===== src/rtl/m_ifetch_pkg.sv =====
// rtl/m_ifetch_pkg.sv - shared fetch config: reset PC default, instruction width, imem geometry macros
`ifndef IMEM_ADDRW
`define IMEM_ADDRW 10
`endif
`ifndef IMEM_ENTRIES
`define IMEM_ENTRIES (1 << `IMEM_ADDRW)
`endif

package m_ifetch_pkg;

  localparam int unsigned INST_W           = 32;
  localparam int unsigned PC_W             = 32;
  localparam logic [31:0] RESET_PC_DEFAULT = 32'h0000_0000;

  // One buffered fetch result: the PC travels with its instruction word.
  typedef struct packed {
    logic [PC_W-1:0]   pc;
    logic [INST_W-1:0] inst;
  } fetch_entry_t;

  function automatic logic [PC_W-1:0] word_align(input logic [PC_W-1:0] pc);
    return {pc[PC_W-1:2], 2'b00};
  endfunction

endpackage


===== src/rtl/m_ifetch_if.sv =====
// rtl/m_ifetch_if.sv - fetch stage bus: redirect, imem port A read, decode handshake
interface m_ifetch_if;

  logic        redirect_i;
  logic [31:0] redirect_pc_i;
  logic [31:0] imem_raddr_o;
  logic [31:0] imem_rdata_i;
  logic        inst_valid_o;
  logic        inst_ready_i;
  logic [31:0] inst_o;
  logic [31:0] inst_pc_o;

  modport master (
    input  redirect_i, redirect_pc_i, imem_rdata_i, inst_ready_i,
    output imem_raddr_o, inst_valid_o, inst_o, inst_pc_o
  );

  modport slave (
    output redirect_i, redirect_pc_i, imem_rdata_i, inst_ready_i,
    input  imem_raddr_o, inst_valid_o, inst_o, inst_pc_o
  );

endinterface


===== src/rtl/m_ifetch_fifo.sv =====
// rtl/m_ifetch_fifo.sv - DEPTH x {pc,inst} FIFO with flush; caller guarantees no overflow/underflow
module m_ifetch_fifo
  import m_ifetch_pkg::*;
#(
  parameter int unsigned DEPTH = 2,
  localparam int unsigned CW = $clog2(DEPTH + 1),
  localparam int unsigned PW = $clog2(DEPTH)
) (
  input  logic         clk,
  input  logic         rst_n,
  input  logic         push,
  input  fetch_entry_t push_data,
  input  logic         pop,
  input  logic         flush,
  output logic [CW-1:0] count,
  output logic         head_valid,
  output fetch_entry_t head_data
);

  fetch_entry_t  mem [DEPTH];
  logic [PW-1:0] wr_ptr;
  logic [PW-1:0] rd_ptr;

  // Pointers wrap at DEPTH so non-power-of-two depths work.
  function automatic logic [PW-1:0] ptr_inc(input logic [PW-1:0] p);
    return (p == PW'(DEPTH - 1)) ? '0 : p + PW'(1);
  endfunction

  always_ff @(posedge clk or negedge rst_n) begin
    if (!rst_n) begin
      wr_ptr <= '0;
      rd_ptr <= '0;
      count  <= '0;
    end else if (flush) begin
      wr_ptr <= '0;
      rd_ptr <= '0;
      count  <= '0;
    end else begin
      if (push) wr_ptr <= ptr_inc(wr_ptr);
      if (pop)  rd_ptr <= ptr_inc(rd_ptr);
      count <= count + CW'(push) - CW'(pop);
    end
  end

  // Push into the slot being popped is safe: the head is read from the old contents.
  always_ff @(posedge clk) begin
    if (push && !flush) mem[wr_ptr] <= push_data;
  end

  assign head_valid = (count != '0);
  assign head_data  = head_valid ? mem[rd_ptr] : '0;

endmodule


===== src/rtl/m_ifetch.sv =====
// rtl/m_ifetch.sv - instruction fetch: PC, issue/in-flight tracking, buffer to decode
// Optional IFETCH_STALL_CNT_EN adds stall_cnt_o (saturating count of valid & !ready cycles).
module m_ifetch
  import m_ifetch_pkg::*;
#(
  parameter logic [31:0] RESET_PC  = RESET_PC_DEFAULT,
  parameter int unsigned BUF_DEPTH = 2
) (
  input  logic        clk_i,
  input  logic        rst_ni,
  m_ifetch_if.master  bus
`ifdef IFETCH_STALL_CNT_EN
  ,
  output logic [31:0] stall_cnt_o
`endif
);

  localparam int unsigned CW = $clog2(BUF_DEPTH + 1);

  logic [31:0]   pc_q;
  logic          inflight_q;
  logic [31:0]   inflight_pc_q;
  logic [CW-1:0] count;
  logic          head_valid;
  fetch_entry_t  head;
  fetch_entry_t  capture;
  logic          pop;
  logic          push;
  logic          issue;
  logic [CW:0]   occupancy;
  logic [1:0]    unused_pc_lsb;

  assign unused_pc_lsb = bus.redirect_pc_i[1:0];

  assign pop       = head_valid & bus.inst_ready_i;
  assign occupancy = {1'b0, count} + (CW+1)'(inflight_q);
  // pop moved to the right-hand side so the comparison never underflows.
  assign issue     = !bus.redirect_i &&
                     (occupancy < ((CW+1)'(BUF_DEPTH) + (CW+1)'(pop)));
  assign push      = inflight_q & !bus.redirect_i;
  assign capture   = '{pc: inflight_pc_q, inst: bus.imem_rdata_i};

  always_ff @(posedge clk_i or negedge rst_ni) begin
    if (!rst_ni) begin
      pc_q          <= RESET_PC;
      inflight_q    <= 1'b0;
      inflight_pc_q <= '0;
    end else if (bus.redirect_i) begin
      pc_q       <= word_align(bus.redirect_pc_i);
      inflight_q <= 1'b0;
    end else if (issue) begin
      pc_q          <= pc_q + 32'd4;
      inflight_q    <= 1'b1;
      inflight_pc_q <= pc_q;
    end else begin
      inflight_q <= 1'b0;
    end
  end

  m_ifetch_fifo #(
    .DEPTH (BUF_DEPTH)
  ) u_fifo (
    .clk        (clk_i),
    .rst_n      (rst_ni),
    .push       (push),
    .push_data  (capture),
    .pop        (pop),
    .flush      (bus.redirect_i),
    .count      (count),
    .head_valid (head_valid),
    .head_data  (head)
  );

  assign bus.imem_raddr_o = pc_q;
  assign bus.inst_valid_o = head_valid;
  assign bus.inst_o       = head.inst;
  assign bus.inst_pc_o    = head.pc;

`ifdef IFETCH_STALL_CNT_EN
  always_ff @(posedge clk_i or negedge rst_ni) begin
    if (!rst_ni) begin
      stall_cnt_o <= '0;
    end else if (head_valid && !bus.inst_ready_i && (stall_cnt_o != 32'hFFFF_FFFF)) begin
      stall_cnt_o <= stall_cnt_o + 32'd1;
    end
  end
`endif

endmodule


===== src/flat_wrapper.sv =====
// flat-port wrapper written by rule: the top's interface ports become plain ports
module m_ifetch_flat import m_ifetch_pkg::*;
#(
  parameter logic [31:0] RESET_PC  = RESET_PC_DEFAULT,
  parameter int unsigned BUF_DEPTH = 2
)
  (clk_i, rst_ni, bus_redirect_i, bus_redirect_pc_i, bus_imem_rdata_i, bus_inst_ready_i, bus_imem_raddr_o, bus_inst_valid_o, bus_inst_o, bus_inst_pc_o);
  m_ifetch_if bus_i ();
  input  logic clk_i;
  input  logic rst_ni;
  input wire logic [$bits(bus_i.redirect_i)-1:0] bus_redirect_i;
  input wire logic [$bits(bus_i.redirect_pc_i)-1:0] bus_redirect_pc_i;
  input wire logic [$bits(bus_i.imem_rdata_i)-1:0] bus_imem_rdata_i;
  input wire logic [$bits(bus_i.inst_ready_i)-1:0] bus_inst_ready_i;
  output wire logic [$bits(bus_i.imem_raddr_o)-1:0] bus_imem_raddr_o;
  output wire logic [$bits(bus_i.inst_valid_o)-1:0] bus_inst_valid_o;
  output wire logic [$bits(bus_i.inst_o)-1:0] bus_inst_o;
  output wire logic [$bits(bus_i.inst_pc_o)-1:0] bus_inst_pc_o;
  assign bus_i.redirect_i = bus_redirect_i;
  assign bus_i.redirect_pc_i = bus_redirect_pc_i;
  assign bus_i.imem_rdata_i = bus_imem_rdata_i;
  assign bus_i.inst_ready_i = bus_inst_ready_i;
  assign bus_imem_raddr_o = bus_i.imem_raddr_o;
  assign bus_inst_valid_o = bus_i.inst_valid_o;
  assign bus_inst_o = bus_i.inst_o;
  assign bus_inst_pc_o = bus_i.inst_pc_o;
  m_ifetch #(.RESET_PC(RESET_PC), .BUF_DEPTH(BUF_DEPTH)) u_core (.clk_i(clk_i), .rst_ni(rst_ni), .bus(bus_i));
endmodule

===== config.mk =====
export PLATFORM = sky130hd
export DESIGN_NAME = m_ifetch_flat
export DESIGN_NICKNAME = d
export VERILOG_FILES = /design/src/rtl/m_ifetch_pkg.sv /design/src/rtl/m_ifetch_if.sv /design/src/rtl/m_ifetch_fifo.sv /design/src/rtl/m_ifetch.sv /design/src/flat_wrapper.sv
export SDC_FILE = /design/constraint.sdc
export NUM_CORES = 1
export LEC_CHECK = 0
export BUFFER_PORTS_ARGS = -buffer_cell sky130_fd_sc_hd__buf_2
export CELL_PAD_IN_SITES_DETAIL_PLACEMENT = 0
export CELL_PAD_IN_SITES_GLOBAL_PLACEMENT = 1
export CORE_AREA = 2 2 175 160
export CTS_CLUSTER_DIAMETER = 200
export DETAILED_ROUTE_END_ITERATION = 12
export DIE_AREA = 0 0 177 162
export PLACE_DENSITY_LB_ADDON = 0.1
export SKIP_CTS_REPAIR_TIMING = 1
export SLEW_MARGIN = 0
export SYNTH_ARGS = -nofsm -noshare
export SYNTH_HDL_FRONTEND = slang
export SYNTH_SLANG_ARGS = --single-unit

===== constraint.sdc =====
create_clock -name clk_i -period 7.1 [get_ports clk_i]
set_input_delay 0 -clock clk_i [delete_from_list [all_inputs] [get_ports clk_i]]
set_output_delay 0 -clock clk_i [all_outputs]
set_load 0.05 [all_outputs]

==> results of run 1 <==
-- sequential cells by signal, indices dropped and copies added, names as in the netlist --
signal / count
u_core.inflight_pc_q: 30
u_core.inflight_q: 1
u_core.u_fifo.mem: 124
u_core.bus.imem_raddr_o: 30
u_core.u_fifo.rd_ptr: 1
u_core.u_fifo.count: 2
u_core.u_fifo.wr_ptr: 1
-- kinds of logic (layout without fill, tap and decap cells) --
kind of cell               Yosys count  after routing
DFF                                189            189
and+or+nand+nor                    175            175
muxes                               96             96
buffers and inverters               38            265
AOI/OAI and AO/OA                   32             32
xor gates and xnor gates            28             28
adders and majority gates            5              5
other                                1              4
-- placed cells by master (no fill, tap or decap), types with 2 or more instances in the layout --
| cell | n |
|---|---|
| nor4_1 | 11 |
| nor2b_1 | 5 |
| nor2_1 | 67 |
| dfrtp_1 | 64 |
| mux2i_1 | 65 |
| o21ai_2 | 2 |
| xor2_1 | 11 |
| inv_6 | 7 |
| or4_1 | 3 |
| inv_1 | 7 |
| inv_8 | 2 |
| a22oi_1 | 4 |
| xnor2_1 | 17 |
| edfxtp_1 | 124 |
| and3_1 | 5 |
| conb_1 | 4 |
| nor3_4 | 2 |
| nand3_1 | 9 |
| nor2_4 | 3 |
| o21ai_0 | 22 |
| buf_2 | 157 |
| mux2_2 | 31 |
| nand4_1 | 12 |
| and4_1 | 2 |
| and3_2 | 2 |
| nor3_1 | 6 |
| dlygate4sd3_1 | 64 |
| nand2_1 | 39 |
| ha_1 | 5 |
| buf_4 | 6 |
| clkbuf_16 | 17 |
-- power groups by stage --
stage | clock, mW | combinational, mW | sequential, mW
3_5_place_dp | 0 | 1.64 | 1.69
2_1_floorplan | 0 | 1.23 | 1.66
6_report | 0.899 | 1.64 | 1.66
3_3_place_gp | 0 | 1.63 | 1.67
4_1_cts | 0.936 | 1.65 | 1.67
5_1_grt | 0.980 | 1.76 | 1.70
-- metal layers --
layer | wire (um) | part of all wire (%) | vias up | GRT usage, %
met1 | 8760 | 46 | 2493 | 17.7
met2 | 9230 | 48 | 131 | 22.1
met3 | 999 | 5.2 | 7 | 4.24
met4 | 126 | 0.66 | 0 | 2.97
li1 | - | - | 2473 | -
met5 | 0 | 0 | - | 0
-- area by class of cell --
cell class | count | area (um^2) | area share (%)
clock buffer | 17 | 425 | 4.15
timing repair buffer | 227 | 1470 | 14.4
inverter | 7 | 26.3 | 0.256
sequential | 189 | 5350 | 52.2
multi-input combinational | 340 | 2400 | 23.5
clock inverter | 14 | 125 | 1.22
tap | 354 | 443 | 4.32
-- stage by stage --
step           worst slack (ps)  cell area, um^2  total power, mW  hold slack, ps
2_1_floorplan              3560             7920             2.89            -296
3_3_place_gp               4140             9060             3.30             189
3_5_place_dp               4090             9060             3.34             187
4_1_cts                    4080             9610             4.25            -282
5_1_grt                    3970            10200             4.44             145
6_report                   4170            10200             4.20             156
-- path summary, 6_finish.rpt --
path	start	to	slack, ps	cells after the start
setup / recovery	u_core.u_fifo.count[0]$_DFF_PN0_	u_core.inflight_pc_q[30]$_DFFE_PN0P_	4170	6
hold / removal	bus_redirect_i	u_core.inflight_pc_q[7]$_DFFE_PN0P_	160	3
setup reg to reg	u_core.u_fifo.count[0]$_DFF_PN0_	u_core.inflight_pc_q[30]$_DFFE_PN0P_	4170	6
hold reg to reg	u_core.inflight_pc_q[9]$_DFFE_PN0P_	u_core.u_fifo.mem[1][41]$_DFFE_PP_	470	0
max in group asynchronous	rst_ni	u_core.u_fifo.rd_ptr$_DFFE_PN0P_	6200	2
min in group asynchronous	rst_ni	u_core.inflight_pc_q[24]$_DFFE_PN0P_	220	2
-- critical path, delay by kind of cell, from the launching register on --
family | cells | cell delay, ps
fa+ha+maj | 2 | 530
mux | 1 | 380
flops | 1 | 460
buf+inv | 1 | 420
simple gates | 1 | 660
compound gates | 1 | 360
==> flow_metrics.env, run 1 <==
export IMPL_worstPathRequired_ps=7400
export IMPL_clkPwrFrac_pct=21.4
export IMPL_synth_xor_area_share_pct=3.10
export IMPL_synthFlopType="edfxtp_1"
export IMPL_synth_edf_count=124
export IMPL_insertion_delay_ps=420
export IMPL_maxCapViolCount=0
export IMPL_slew_viol_final=0
export IMPL_hold_violations=0
export IMPL_core_um2=26700
export IMPL_async_reset_ff_share_pct=34.4
export IMPL_p_int_mw=2.38
export IMPL_clockBufferDepth=2
export IMPL_synth_mux_area_share_pct=12.6
export IMPL_vias=5104
export IMPL_cts_reportedPaths_clkPinSlew_ps=70
export IMPL_status="completed"
export IMPL_syn_area_um2=7910
export IMPL_p_leak_nw=4.04
export IMPL_dp_cells=1053
export IMPL_slowest_delay_ps=660
export IMPL_htreeDepth=4
export IMPL_synth_top_family_by_area="multiplexers"
export IMPL_synth_compound_area_share_pct=2.39
export IMPL_routabilityCongestion=0.725
export IMPL_p_seq_share_pct=39.6
export IMPL_path_class="flop to flop"
export IMPL_syn_inst=564
export IMPL_start_kind="flop"
export IMPL_cts_tree="yes"
export IMPL_ant_nets=0
export IMPL_dieArea_um2=28700
export IMPL_drt_iter0_drc=183
export IMPL_path_max_fanout=19
export IMPL_layout_nets=855
export IMPL_cp_common_cell="ha_1"
export IMPL_viasPerCell=4.45
export IMPL_final_util_pct=38.3
export IMPL_ys_ff_latch=189
export IMPL_worstPathArrival_ps=3240
export IMPL_synth_adder_area_share_pct=0.791
export IMPL_drtPass1Iterations=4
export IMPL_crit_chain="ha_1 -> ha_1 -> o21a_1 -> nor3_4 -> buf_4 -> mux2_2"
export IMPL_synth_area_leaders="edfxtp_1 (47%), dfrtp_1 (21%), mux2i_1 (8.2%)"
export IMPL_antenna_found_initial=0
export IMPL_grt_pass1_vias=5097
export IMPL_io_buffer_count=158
export IMPL_p_sw_mw=1.82
export IMPL_tightestPinTransition_ps=1210
export IMPL_ys_seq_area_share_pct=67.6
export IMPL_finalCritPeriodShare_pct=41.3
export IMPL_root_buffer="clkbuf_16"
export IMPL_synth_simple_area_share_pct=10.9
export IMPL_yosysWarnings=0
export IMPL_die_y_um=162
export IMPL_synth_commonest_cells="edfxtp_1 (124), nor2_1 (70), dfrtp_1 (65), mux2i_1 (65), nand2_1 (39)"
export IMPL_final_cells=1148
export IMPL_grt_pass1_wl_um=29400
export IMPL_synth_top_cell_area_share_pct=47.1
export IMPL_hold_path_class="input port to flop"
export IMPL_slowest_stage="nor3_4"
export IMPL_switching_share_pct=43.3
export IMPL_yosysMostFrequentCell="edfxtp_1"
export IMPL_grt_max_degree=68
export IMPL_layout_drive_gt1_share_pct=30.2
export IMPL_setup_tns_ps=0
export IMPL_grt_total_usage_pct=13.6
export IMPL_setup_violations=0
export IMPL_dp_hpwl_um=12200
export IMPL_ir_drop_mv=0.180
export IMPL_num_rows=57
export IMPL_synth_top_area_cell="edfxtp_1"
export IMPL_syn_area_per_cell_um2=14.0
export IMPL_numCtsBuffers=17
export IMPL_routedWlPerCell_um=16.7
export IMPL_antenna_cells=0
export IMPL_drc=0
export IMPL_final_fill_count=2644
export IMPL_chipWidth_um=177
export IMPL_routed_wl_um=19100
export IMPL_period_minus_slack_ps=2930
export IMPL_overflow=0
export IMPL_fmax_mhz=341
export IMPL_fin_worst_skew_ps=7.88
export IMPL_area_growth_pct=29.6
export IMPL_clock_sinks=189
export IMPL_slew_headroom_pct=19.2
export IMPL_worstSetupEndpointType="flop"
export IMPL_synthDistinctLibCells=43
export IMPL_power_frac_comb_pct=39.0
export IMPL_rsz0062_at_grt="no"
export IMPL_io_pins=165
export IMPL_start_util_pct=29.6
export IMPL_power_per_cell_area_nw_per_um2=410
Note: power is estimated with default switching activity, not from simulation.
==> run 2: changes to the inputs <==
clock period = 2.6 ns   (was 7.1 ns; I/O delays follow)
==> run 2 against run 1 <==
  * The run now ends with negative hold slack left
  * Clock power rose to 2.7 times the previous value
  * Clock skew up 3.2 ps
  * Wire length fell by 0.51%
  * Clock-buffer cell count unchanged
  * Maximum frequency increased by 26%
  * Via count fell by 0.47%
  * Largest cell class unchanged
  * Highest routed layer unchanged
==> flow_metrics.env, run 2 (synthesis gave the netlist of run 1 again) <==
export IMPL_grt_pass1_vias=5178
export IMPL_layout_cells_most_common_list="buf_2 (157), edfxtp_1 (124), nor2_1 (67)"
export IMPL_drtPass1Iterations=6
export IMPL_root_buffer="clkbuf_16"
export IMPL_status="finished, violations left"
export IMPL_worstPathRequired_ps=2910
export IMPL_path_max_fanout=23
export IMPL_overflow=0
export IMPL_num_rows=57
export IMPL_dp_cells=1061
export IMPL_cts_reportedPaths_clkPinSlew_ps=70
export IMPL_power_per_cell_area_nw_per_um2=1120
export IMPL_routabilityCongestion=0.721
export IMPL_ant_nets=0
export IMPL_finalPower_mw=11.6
export IMPL_worstSetupEndpointType="flop"
export IMPL_rsz0062_at_grt="no"
export IMPL_largest_reg_flops=124
export IMPL_clockBufferDepth=2
export IMPL_slew_viol_final=0
export IMPL_hold_slack_ps=-35.2
export IMPL_cts_tree="yes"
export IMPL_viasPerCell=4.40
export IMPL_core_um2=26700
export IMPL_layout_drive_gt1_share_pct=31.0
export IMPL_drt_iter0_drc=217
export IMPL_start_kind="flop"
export IMPL_slowest_delay_ps=450
export IMPL_finalCritPeriodShare_pct=89.3
export IMPL_power_frac_comb_pct=40.6
export IMPL_grt_total_usage_pct=13.5
export IMPL_final_cells=1155
export IMPL_hold_violations=1
export IMPL_ir_drop_mv=0.538
export IMPL_period_minus_slack_ps=2320
export IMPL_largest_register="u_core.u_fifo.mem"
export IMPL_routedWlPerCell_um=16.5
export IMPL_clock_sinks=189
export IMPL_dieArea_um2=28700
export IMPL_dp_hpwl_um=12600
export IMPL_path_class="flop to flop"
export IMPL_antenna_cells=0
export IMPL_fmax_mhz=431
export IMPL_switching_share_pct=43.1
export IMPL_die_y_um=162
export IMPL_grt_max_degree=66
export IMPL_startpoint="u_core.u_fifo.count[0]$_DFF_PN0_"
export IMPL_reg2reg_from="u_core.u_fifo.count[0]$_DFF_PN0_"
export IMPL_start_util_pct=29.6
export IMPL_vias=5080
export IMPL_area_growth_pct=31.1
export IMPL_layout_commonest_cell="buf_2"
export IMPL_hold_path_startpoint="bus_inst_ready_i"
export IMPL_p_seq_share_pct=38.1
export IMPL_path_buf_inv=1
export IMPL_layout_nets=862
export IMPL_cp_common_cell="ha_1"
export IMPL_crit_chain="ha_1 -> ha_1 -> o21a_1 -> nor3_4 -> buf_12 -> mux2_2"
export IMPL_htreeDepth=4
export IMPL_numCtsBuffers=17
export IMPL_violations="negative hold slack"
export IMPL_chipWidth_um=177
export IMPL_routed_wl_um=19000
export IMPL_fin_worst_skew_ps=11.0
export IMPL_io_pins=165
export IMPL_grt_pass1_wl_um=29600
export IMPL_antenna_found_initial=0
export IMPL_p_leak_nw=4.10
export IMPL_p_int_mw=6.61
export IMPL_cpLargestDelayFamily="adder cells"
export IMPL_insertion_delay_ps=430
export IMPL_hold_path_class="input port to flop"
export IMPL_worstPathArrival_ps=2630
export IMPL_maxCapViolCount=0
export IMPL_drc=0
export IMPL_setup_tns_ps=0
export IMPL_p_sw_mw=5.01
export IMPL_slew_headroom_pct=38.5
export IMPL_tightestPinTransition_ps=923
export IMPL_io_buffer_count=158
export IMPL_setup_violations=0
export IMPL_clkPwrFrac_pct=21.3
export IMPL_slowest_stage="dfrtp_1"
## run 2: worst paths after layout
kind / cells after the start / endpoint / slack, ps
min in group asynchronous: 2 / u_core.inflight_pc_q[24]$_DFFE_PN0P_ / 250
setup reg to reg: 6 / u_core.inflight_pc_q[14]$_DFFE_PN0P_ / 280
hold reg to reg: 0 / u_core.u_fifo.mem[0][61]$_DFFE_PP_ / 470
setup / recovery: 6 / u_core.inflight_pc_q[14]$_DFFE_PN0P_ / 280
hold / removal: 4 / u_core.u_fifo.rd_ptr$_DFFE_PN0P_ / -40
max in group asynchronous: 2 / u_core.u_fifo.rd_ptr$_DFFE_PN0P_ / 1650
## run 2: metal layers
metal / up-vias / part of all wire (%) / global-route usage [%]
met2: 120 / 48 / 22.4
met5: - / 0 / 0
met4: 0 / 0.69 / 3.19
met3: 9 / 4.5 / 3.23
li1: 2486 / - / -
met1: 2465 / 47 / 17.9
## run 2: through the flow
stage          hold WS [ps]  area, um^2  setup WS [ps]  util, %
2_1_floorplan          -296        7920           -941        -
3_3_place_gp            190        9180            290     34.3
3_5_place_dp            190        9180            256     34.3
4_1_cts                -276        9740            254     36.4
5_1_grt                7.97       10400            110     38.8
6_report              -35.2       10400            278     38.8
## run 2: cell type report
cell class,count,area [um^2]
Multi-Input combinational cell,340,2400
Inverter,7,26.3
Fill cell,2619,16400
Clock buffer,17,425
Timing Repair Buffer,234,1580
Clock inverter,14,135
Tap cell,354,443
Sequential cell,189,5350
## run 2: worst register-to-register path: stages, from the launching register on
cell,delay [ps]
dfrtp_1,450
ha_1,230
ha_1,300
o21a_1,350
nor3_4,290
buf_12,230
mux2_2,360
## run 2: power groups by stage
stage          clock network [mW]  logic [mW]  registers, mW
3_5_place_dp                    0        4.73           4.50
2_1_floorplan                   0        3.37           4.53
6_report                     2.47        4.72           4.42
4_1_cts                      2.56        4.74           4.44
5_1_grt                      2.66        5.06           4.52
3_3_place_gp                    0        4.70           4.46
